==> config.mk <==
export PLATFORM = sky130hd
export DESIGN_NAME = y86_execute_stage_p
export DESIGN_NICKNAME = d
export VERILOG_FILES = /design/src/rtl/y86_execute_stage_p.sv
export SDC_FILE = /design/constraint.sdc
export NUM_CORES = 2
export LEC_CHECK = 0
export BUFFER_PORTS_ARGS = -buffer_cell sky130_fd_sc_hd__buf_2
export CAP_MARGIN = 20
export CORE_ASPECT_RATIO = 2
export CORE_MARGIN = 5
export CORE_UTILIZATION = 45
export DETAILED_ROUTE_END_ITERATION = 10
export GPL_TIMING_DRIVEN = 0
export PLACE_DENSITY = 0.72
export SYNTH_ARGS = -nofsm -noshare
export SYNTH_HDL_FRONTEND = slang
export SYNTH_SLANG_ARGS = --single-unit
export TNS_END_PERCENT = 1
==> constraint.sdc <==
create_clock -name clk -period 20.4 [get_ports clk]
set_input_delay 1.02 -clock clk [delete_from_list [all_inputs] [get_ports clk]]
set_output_delay 1.02 -clock clk [all_outputs]
set_load 0.03 [all_outputs]
==> src/rtl/y86_execute_stage_p.sv <==
// ---------------------------------------------------------------------------
// y86_execute_stage_p
//   Y86-64 Execute stage with the condition-code register and the E/M
//   pipeline register. It is parametrised on data width and register-none
//   encoding. An optional shift-add multiplier implements OPq ifun 4 (mulq).
//
// Ports
//   clk, rst              clock, asynchronous active-high reset
//   E_*                   instruction currently in Execute
//   m_stat, W_stat        status of the instructions in Memory / Writeback,
//                         used to suppress CC updates behind an exception
//   M_stall, M_bubble     E/M register control (hold / insert nop)
//   e_valE,e_dstE,e_Cnd   combinational results, forwarded to decode
//   e_busy                multiplier occupying Execute; upstream must stall
//   M_*                   registered outputs to the Memory stage
//   zf, sf, of            condition-code register
// ---------------------------------------------------------------------------
module y86_execute_stage_p #(
  parameter int          W      = 64,
  parameter bit          MUL_EN = 1'b1,
  parameter logic [3:0]  RNONE  = 4'hF
) (
  input  logic         clk,
  input  logic         rst,
  input  logic [2:0]   E_stat,
  input  logic [3:0]   E_icode,
  input  logic [3:0]   E_ifun,
  input  logic [W-1:0] E_valC,
  input  logic [W-1:0] E_valA,
  input  logic [W-1:0] E_valB,
  input  logic [3:0]   E_dstE,
  input  logic [3:0]   E_dstM,
  input  logic [2:0]   m_stat,
  input  logic [2:0]   W_stat,
  input  logic         M_stall,
  input  logic         M_bubble,
  output logic [W-1:0] e_valE,
  output logic [3:0]   e_dstE,
  output logic         e_Cnd,
  output logic         e_busy,
  output logic [2:0]   M_stat,
  output logic [3:0]   M_icode,
  output logic         M_Cnd,
  output logic [W-1:0] M_valE,
  output logic [W-1:0] M_valA,
  output logic [3:0]   M_dstE,
  output logic [3:0]   M_dstM,
  output logic         zf,
  output logic         sf,
  output logic         of
);

  localparam logic [2:0]   SAOK  = 3'd1;
  localparam logic [3:0]   INOP  = 4'h1;
  localparam logic [3:0]   IOPQ  = 4'h6;
  localparam logic [3:0]   ICMOV = 4'h2;
  localparam int           CW    = $clog2(W);
  localparam logic [W-1:0] STEP  = W'(W / 8);

  typedef enum logic [1:0] {S_IDLE, S_RUN, S_DONE} state_t;

  state_t          state_q, state_d;
  logic [W-1:0]    acc_q, acc_d, mcand_q, mcand_d, mplier_q, mplier_d;
  logic [CW-1:0]   cnt_q, cnt_d;

  logic [2:0]      m_stat_q, m_stat_d;
  logic [3:0]      m_icode_q, m_icode_d, m_dste_q, m_dste_d, m_dstm_q, m_dstm_d;
  logic            m_cnd_q, m_cnd_d;
  logic [W-1:0]    m_vale_q, m_vale_d, m_vala_q, m_vala_d;
  logic            zf_q, zf_d, sf_q, sf_d, of_q, of_d;

  logic            all_aok, mul_trig, busy_raw, cc_upd, alu_of;
  logic [W-1:0]    step_sum, sum, diff;

  assign all_aok  = (E_stat == SAOK) && (m_stat == SAOK) && (W_stat == SAOK);
  assign mul_trig = MUL_EN && (E_icode == IOPQ) && (E_ifun == 4'h4) && all_aok;
  // One adder serves both the RUN step and the final partial product,
  // which is folded into DONE so the busy window is exactly W cycles.
  assign step_sum = acc_q + (mplier_q[0] ? mcand_q : '0);
  assign sum      = E_valB + E_valA;
  assign diff     = E_valB - E_valA;

  // ALU
  always_comb begin
    e_valE = '0;
    alu_of = 1'b0;
    case (E_icode)
      4'h2:       e_valE = E_valA;
      4'h3:       e_valE = E_valC;
      4'h4, 4'h5: e_valE = E_valB + E_valC;
      4'h8, 4'hA: e_valE = E_valB - STEP;
      4'h9, 4'hB: e_valE = E_valB + STEP;
      4'h6: begin
        case (E_ifun)
          4'h0: begin
            e_valE = sum;
            alu_of = (E_valA[W-1] == E_valB[W-1]) && (sum[W-1] != E_valB[W-1]);
          end
          4'h1: begin
            e_valE = diff;
            alu_of = (E_valA[W-1] != E_valB[W-1]) && (diff[W-1] != E_valB[W-1]);
          end
          4'h2: e_valE = E_valB & E_valA;
          4'h3: e_valE = E_valB ^ E_valA;
          4'h4: begin
            if (!MUL_EN)
              e_valE = E_valB ^ E_valA;
            else if (state_q == S_DONE)
              e_valE = step_sum;
          end
          default: e_valE = '0;
        endcase
      end
      default: e_valE = '0;
    endcase
  end

  // Condition evaluation from the current CC register
  always_comb begin
    case (E_ifun)
      4'h0:    e_Cnd = 1'b1;
      4'h1:    e_Cnd = (sf_q ^ of_q) | zf_q;
      4'h2:    e_Cnd = sf_q ^ of_q;
      4'h3:    e_Cnd = zf_q;
      4'h4:    e_Cnd = ~zf_q;
      4'h5:    e_Cnd = ~(sf_q ^ of_q);
      4'h6:    e_Cnd = ~(sf_q ^ of_q) & ~zf_q;
      default: e_Cnd = 1'b0;
    endcase
  end

  assign e_dstE = ((E_icode == ICMOV) && !e_Cnd) ? RNONE : E_dstE;

  // Multiplier FSM
  always_comb begin
    state_d  = state_q;
    acc_d    = acc_q;
    mcand_d  = mcand_q;
    mplier_d = mplier_q;
    cnt_d    = cnt_q;
    busy_raw = 1'b0;
    case (state_q)
      S_IDLE: begin
        if (mul_trig) begin
          busy_raw = 1'b1;
          if (!M_bubble) begin
            acc_d    = '0;
            mcand_d  = E_valB;
            mplier_d = E_valA;
            cnt_d    = '0;
            state_d  = S_RUN;
          end
        end
      end
      S_RUN: begin
        busy_raw = 1'b1;
        acc_d    = step_sum;
        mcand_d  = mcand_q << 1;
        mplier_d = mplier_q >> 1;
        cnt_d    = cnt_q + CW'(1);
        // Last registered step; bit W-1 of the multiplier is added in DONE.
        if (cnt_q == CW'(W - 2)) state_d = S_DONE;
        if (M_bubble)             state_d = S_IDLE;
      end
      S_DONE: begin
        if (M_bubble || !M_stall) state_d = S_IDLE;
      end
      default: state_d = S_IDLE;
    endcase
  end

  // Reset forces the pipeline to a bubble immediately, so busy drops with it.
  assign e_busy = busy_raw & ~rst;

  // Condition codes
  assign cc_upd = (E_icode == IOPQ) && all_aok && !M_stall && !M_bubble && !busy_raw;

  always_comb begin
    zf_d = zf_q;
    sf_d = sf_q;
    of_d = of_q;
    if (cc_upd) begin
      zf_d = (e_valE == '0);
      sf_d = e_valE[W-1];
      of_d = alu_of;
    end
  end

  // E/M register: bubble > stall > busy bubble > load
  always_comb begin
    m_stat_d  = m_stat_q;
    m_icode_d = m_icode_q;
    m_cnd_d   = m_cnd_q;
    m_vale_d  = m_vale_q;
    m_vala_d  = m_vala_q;
    m_dste_d  = m_dste_q;
    m_dstm_d  = m_dstm_q;
    if (M_bubble || (!M_stall && busy_raw)) begin
      m_stat_d  = SAOK;
      m_icode_d = INOP;
      m_cnd_d   = 1'b0;
      m_vale_d  = '0;
      m_vala_d  = '0;
      m_dste_d  = RNONE;
      m_dstm_d  = RNONE;
    end else if (!M_stall) begin
      m_stat_d  = E_stat;
      m_icode_d = E_icode;
      m_cnd_d   = e_Cnd;
      m_vale_d  = e_valE;
      m_vala_d  = E_valA;
      m_dste_d  = e_dstE;
      m_dstm_d  = E_dstM;
    end
  end

  always_ff @(posedge clk or posedge rst) begin
    if (rst) begin
      state_q   <= S_IDLE;
      acc_q     <= '0;
      mcand_q   <= '0;
      mplier_q  <= '0;
      cnt_q     <= '0;
      m_stat_q  <= SAOK;
      m_icode_q <= INOP;
      m_cnd_q   <= 1'b0;
      m_vale_q  <= '0;
      m_vala_q  <= '0;
      m_dste_q  <= RNONE;
      m_dstm_q  <= RNONE;
      zf_q      <= 1'b1;
      sf_q      <= 1'b0;
      of_q      <= 1'b0;
    end else begin
      state_q   <= state_d;
      acc_q     <= acc_d;
      mcand_q   <= mcand_d;
      mplier_q  <= mplier_d;
      cnt_q     <= cnt_d;
      m_stat_q  <= m_stat_d;
      m_icode_q <= m_icode_d;
      m_cnd_q   <= m_cnd_d;
      m_vale_q  <= m_vale_d;
      m_vala_q  <= m_vala_d;
      m_dste_q  <= m_dste_d;
      m_dstm_q  <= m_dstm_d;
      zf_q      <= zf_d;
      sf_q      <= sf_d;
      of_q      <= of_d;
    end
  end

  assign M_stat  = m_stat_q;
  assign M_icode = m_icode_q;
  assign M_Cnd   = m_cnd_q;
  assign M_valE  = m_vale_q;
  assign M_valA  = m_vala_q;
  assign M_dstE  = m_dste_q;
  assign M_dstM  = m_dstm_q;
  assign zf      = zf_q;
  assign sf      = sf_q;
  assign of      = of_q;

endmodule
==> summary.txt, run 1 <==
Floorplan
  • Initial core utilization: 0.452
  • Row count: 152
  • Die Wd: 218 um
  • Io pins: 438
  • Chip Height: 425 um

Synthesis
  • Seq/Total Area, Yosys: 0.224
  • Post-synthesis cell area: 38800 sq um
  • Fraction of registers with async set/reset: 1.00
  • Cells after Synth: 5325
  • Yosys cell types: 99
  • #FFs+latches synth: 347
  • Post-synthesis area per instance: 7.28 sq um
  • YS warnings: 0
  • Synth Flop Type: dfrtp_1
  • Syn Nets: 5865
  • Post-synth EDFFs: 0

Clocking
  • Post_cts resized: 0
  • Maximum clock path buffer count: 3
  • CTS root buf: clkbuf_16
  • # Post-CTS Setup Buffers: 0
  • CTS Buf Count: 35
  • Htree depth: 2
  • Clock sink total: 347
  • Hold-fix buffers, CTS: 0

Global routing
  • Tot GR Track Use: 0.713
  • Pin count of the biggest net entering global routing: 123
  • Global-route wire length before repair: 494000 um
  • Vias in the first global route: 57900
  • Remaining Overflow, GRT: 1471

Run status
  • Stop err: [ERROR GRT-0116] Global routing finished with congestion. Check the congestion regions in the DRC Viewer.
  • Status: aborted with a tool error
  • Halt Stage: global routing (5_1_grt)

Placed design
  • I/O Buffers: 435
  • GPL Wtd Cong: 1.19
  • DP Wirelength: 229000 um
stage by stage:
step	worst slack, ns	instance area, sq um	hold WS (ns)	util	cells
2_1_floorplan	9.76	38800	0.450	-	5325
3_3_place_gp	5.37	42400	0.455	0.494	6915
3_5_place_dp	8.72	43000	0.464	0.501	6954
4_1_cts	8.71	44200	0.478	0.515	7017
synth_stat cells (38+ instances only):
cell type	n	area, sq um
o21ai_0	454	2270
nor3_1	117	586
inv_1	194	728
a31oi_1	104	651
nand4_1	131	820
xnor2_1	133	1160
a22oi_1	38	285
o21bai_1	39	293
nor4_1	59	369
a22o_1	99	867
o31ai_1	55	413
a21o_1	92	691
mux2i_1	63	631
nor2_1	456	1710
a21oi_1	528	2640
o21a_1	41	308
dfrtp_1	336	8410
nand3_1	120	601
and3_1	39	244
a211oi_1	46	345
clkbuf_1	311	1170
nand2_1	708	2660
and2_1	90	563
ha_1	314	3930
o211ai_1	63	473
or3_1	40	250
xor2_1	71	622
metal layers:
layer,GRT overflow,track usage
met1,2,0.702
met2,923,0.930
met3,5,0.478
met4,539,0.756
met5,2,0.158
logic make-up after synthesis:
group | share of synthesized area
AOI/OAI and AO/OA | 0.321
buffers and inverters | 0.0534
muxes | 0.0192
and+or+nand+nor | 0.232
xor gates and xnor gates | 0.0461
adders and majority gates | 0.104
DFF | 0.224
==> run 2, diff against run 1 <==
--- a/config.mk
+++ b/config.mk
@@ -7,12 +7,11 @@
 export LEC_CHECK = 0
 export BUFFER_PORTS_ARGS = -buffer_cell sky130_fd_sc_hd__buf_2
 export CAP_MARGIN = 20
-export CORE_ASPECT_RATIO = 2
 export CORE_MARGIN = 5
-export CORE_UTILIZATION = 45
+export CORE_UTILIZATION = 30
 export DETAILED_ROUTE_END_ITERATION = 10
 export GPL_TIMING_DRIVEN = 0
-export PLACE_DENSITY = 0.72
+export PLACE_DENSITY_LB_ADDON = 0.15
 export SYNTH_ARGS = -nofsm -noshare
 export SYNTH_HDL_FRONTEND = slang
 export SYNTH_SLANG_ARGS = --single-unit
==> run 2 against run 1 <==
Net effect:
- the run now ends clean
- synthesized cell count did not move
- area after synthesis is the same
==> summary.txt, run 2 <==
Run status
  • Status: finished, final reports clean

Clocking
  • CTS root buf: clkbuf_16
  • Clk_lat worst skew: 0.69 ns
  • Clock sink total: 347 (unchanged)
  • CTS Buf Count: 46 (+31%)
  • CTS tree: yes
  • Maximum clock path buffer count: 3 (unchanged)
  • # Post-CTS Setup Buffers: 0 (unchanged)
  • Htree depth: 2 (unchanged)
  • Clk slew on worst S/H paths: 0.08 ns
  • Post_cts resized: 0 (unchanged)
  • Hold-fix buffers, CTS: 0 (unchanged)

Routing
  • Routed Antenna Nets: 0
  • Initial DRT Pass Iterations: 8
  • Via Count: 47800
  • DRC: 0
  • Wire per inst: 33.8 um
  • Initial DRC count: 6695
  • Mean number of vias per cell: 6.26
  • Routed WL: 258000 um

Critical path
  • Largest fanout on the critical path: 41
  • CP arrival: 11.09 ns
  • WP data required: 19.38 ns
  • Startpoint Class: primary input
  • Crit Path Class: primary input to primary output
  • Kind of end point of the critical path: primary output

Floorplan
  • Row count: 132 (-13%)
  • DIE AREA: 137000 sq um
  • Die Wd: 370 um (+70%)
  • Io pins: 438 (unchanged)
  • Chip Height: 370 um (-13%)
  • Initial core utilization: 0.301 (-0.152)
  • Core area: 129000 sq um

Synthesis
  • Syn Nets: 5865 (unchanged)
  • Post-synth EDFFs: 0 (unchanged)
  • Seq/Total Area, Yosys: 0.224 (unchanged)
  • Yosys top cell by area: dfrtp_1
  • YS warnings: 0 (unchanged)
  • Most numerous cell in the Yosys netlist: nand2_1
  • Cells after Synth: 5325 (unchanged)
  • List of most frequent post-synthesis cells: nand2_1, a21oi_1, nor2_1
  • Fraction of registers with async set/reset: 1.00 (unchanged)
  • #FFs+latches synth: 347 (unchanged)
  • Post-synthesis cell area: 38800 sq um (unchanged)
  • Top cell type's share of synthesized area: 0.217 (unchanged)
  • Main area contributors after synthesis: dfrtp_1, ha_1, nand2_1
  • Yosys cell types: 99 (unchanged)
  • Synth Flop Type: dfrtp_1
  • Post-synthesis area per instance: 7.28 sq um (unchanged)

Pwr
  • Clk pwr share: 0.273
  • VDD IR max: 0.0586 mV
  • Switching share of power: 0.473
  • P_int: 1.65 mW
  • Cell Pwr Density: 69.0 nW/um^2
  • Pleak: 19.5 nW
  • Flop pwr share: 0.256
  • Switch Pwr: 1.48 mW
  • Logic pwr share: 0.471

Cells and area
  • Layout cells sized above 1: 0.113
  • Final std cells w/o fill: 7634
  • Area delta synth->final: 16.6%
  • Fin area: 45200 sq um
  • Final core occ: 0.351
  • Nets: 6386
  • Commonest non-fill, non-tap cells in the layout: nand2_1, a21oi_1, nor2_1, o21ai_0, buf_2
  • Most common library cell in the layout ignoring fill and taps: nand2_1

STA
  • Worst-Margin Slew: 1.37 ns
  • TNS Setup: 0 ns
  • Final Cycle Share: 0.594
  • Min Tclk post-route: 12.11 ns
  • PnR worst setup slack: 8.29 ns
  • Max Slew Vio Count: 0
  • Max Clk Rate: 82.6 MHz
  • Final hold vios: 0
  • Final setup viols: 0
  • Clock Skew: 0.0528 ns
  • RSZ-0062 raised after global routing: false
  • Slew HR: 0.0843

Placed design
  • Area post-placement: 43700 sq um (+1.6%)
  • GPL Wtd Cong: 1.04 (-13%)
  • DP Wirelength: 216000 um (-5.8%)
  • I/O Buffers: 435 (unchanged)
  • Placed Cells: 7536 (+8.4%)
  • Setup WS pre-CTS: 8.61 ns (-0.108 ns)

Flow run
  • Max-cap violations: 0

Global routing
  • Global-route wire length before repair: 350000 um
  • Initial antenna violation count: 18
  • Remaining Overflow, GRT: 0
  • Vias in the first global route: 44400
  • Pin count of the biggest net entering global routing: 114
  • Tot GR Track Use: 0.358

Min path
  • Min-Delay Path Class: primary input to asynchronous set/reset pin
[run 2: metrics by stage]
stage	power, mW	hold slack [ns]
3_5_place_dp	2.21	0.470
3_3_place_gp	2.21	0.460
4_1_cts	3.08	0.271
2_1_floorplan	1.65	0.450
5_1_grt	3.24	0.316
6_report	3.12	0.303
[run 2: cell families (layout without fill, tap and decap cells)]
family,Yosys count,in the layout,share of synthesized area
mux,73,73,0.0192
fa+ha+maj,320,320,0.104
flops,347,347,0.224
buf+inv,544,1101,0.0534
other cells,0,10,0
compound gates,1913,1913,0.321
simple gates,1924,1924,0.232
xor+xnor,204,204,0.0461
[run 2: worst paths after layout]
path / startpoint / end / slack (ns) / cells after the start
setup reg to reg: mplier_q[0] / zf / 11.63 / 18
setup / recovery: E_icode[3] / e_valE[62] / 8.29 / 23
min in group clk: M_valE[30] / M_valE[30] / 0.48 / 2
hold reg to reg: M_valE[30] / M_valE[30] / 0.48 / 2
hold / removal: rst / M_valE[4] / 0.30 / 2
max in group asynchronous: rst / M_valA[59] / 18.65 / 4
[run 2: layout make-up]
class	count	area (sq um)
multi-input combinational	4434	28100
clock buffer	66	1320
sequential	347	8700
antenna	10	25.0
buffer	346	1340
inverter	198	751
tap	1742	2180
clock inverter	18	185
timing repair buffer	473	2670
fill	14200	83800
[run 2: power groups by stage]
stage          clock (mW)  combinational (mW)  sequential [mW]
2_1_floorplan           0               0.812            0.833
5_1_grt             0.892                1.54            0.808
3_5_place_dp            0                1.40            0.810
3_3_place_gp            0                1.40            0.811
6_report            0.853                1.47            0.800
4_1_cts             0.874                1.41            0.799
[run 2: per-layer routing]
layer  vias to the layer above  wire (um)  track usage
met3                       412      30600        0.102
met1                     23800     113000        0.513
met2                      2803     102000        0.502
met4                        10      12100        0.146
met5                         -         64            0
li1                      20800          -            -
[run 2: critical path, cell delays in order]
cell and delay (ns):
buf_2 0.14, clkbuf_1 0.42, nor2b_1 0.79, clkbuf_1 0.67, clkbuf_1 0.60, clkbuf_1 0.62
clkbuf_1 0.64, nand2_2 0.51, buf_12 0.35, ha_1 0.41, o211ai_1 0.15, o211ai_1 0.33
a21oi_1 0.15, or2_2 0.37, o41ai_1 1.06, nor2_1 0.26, o21ai_0 0.67, a21oi_1 0.18
xnor2_1 0.44, o22ai_1 0.21, nor3b_1 0.46, nand4b_1 0.26, buf_2 0.26
No activity file was read; power rests on OpenSTA's default activity.
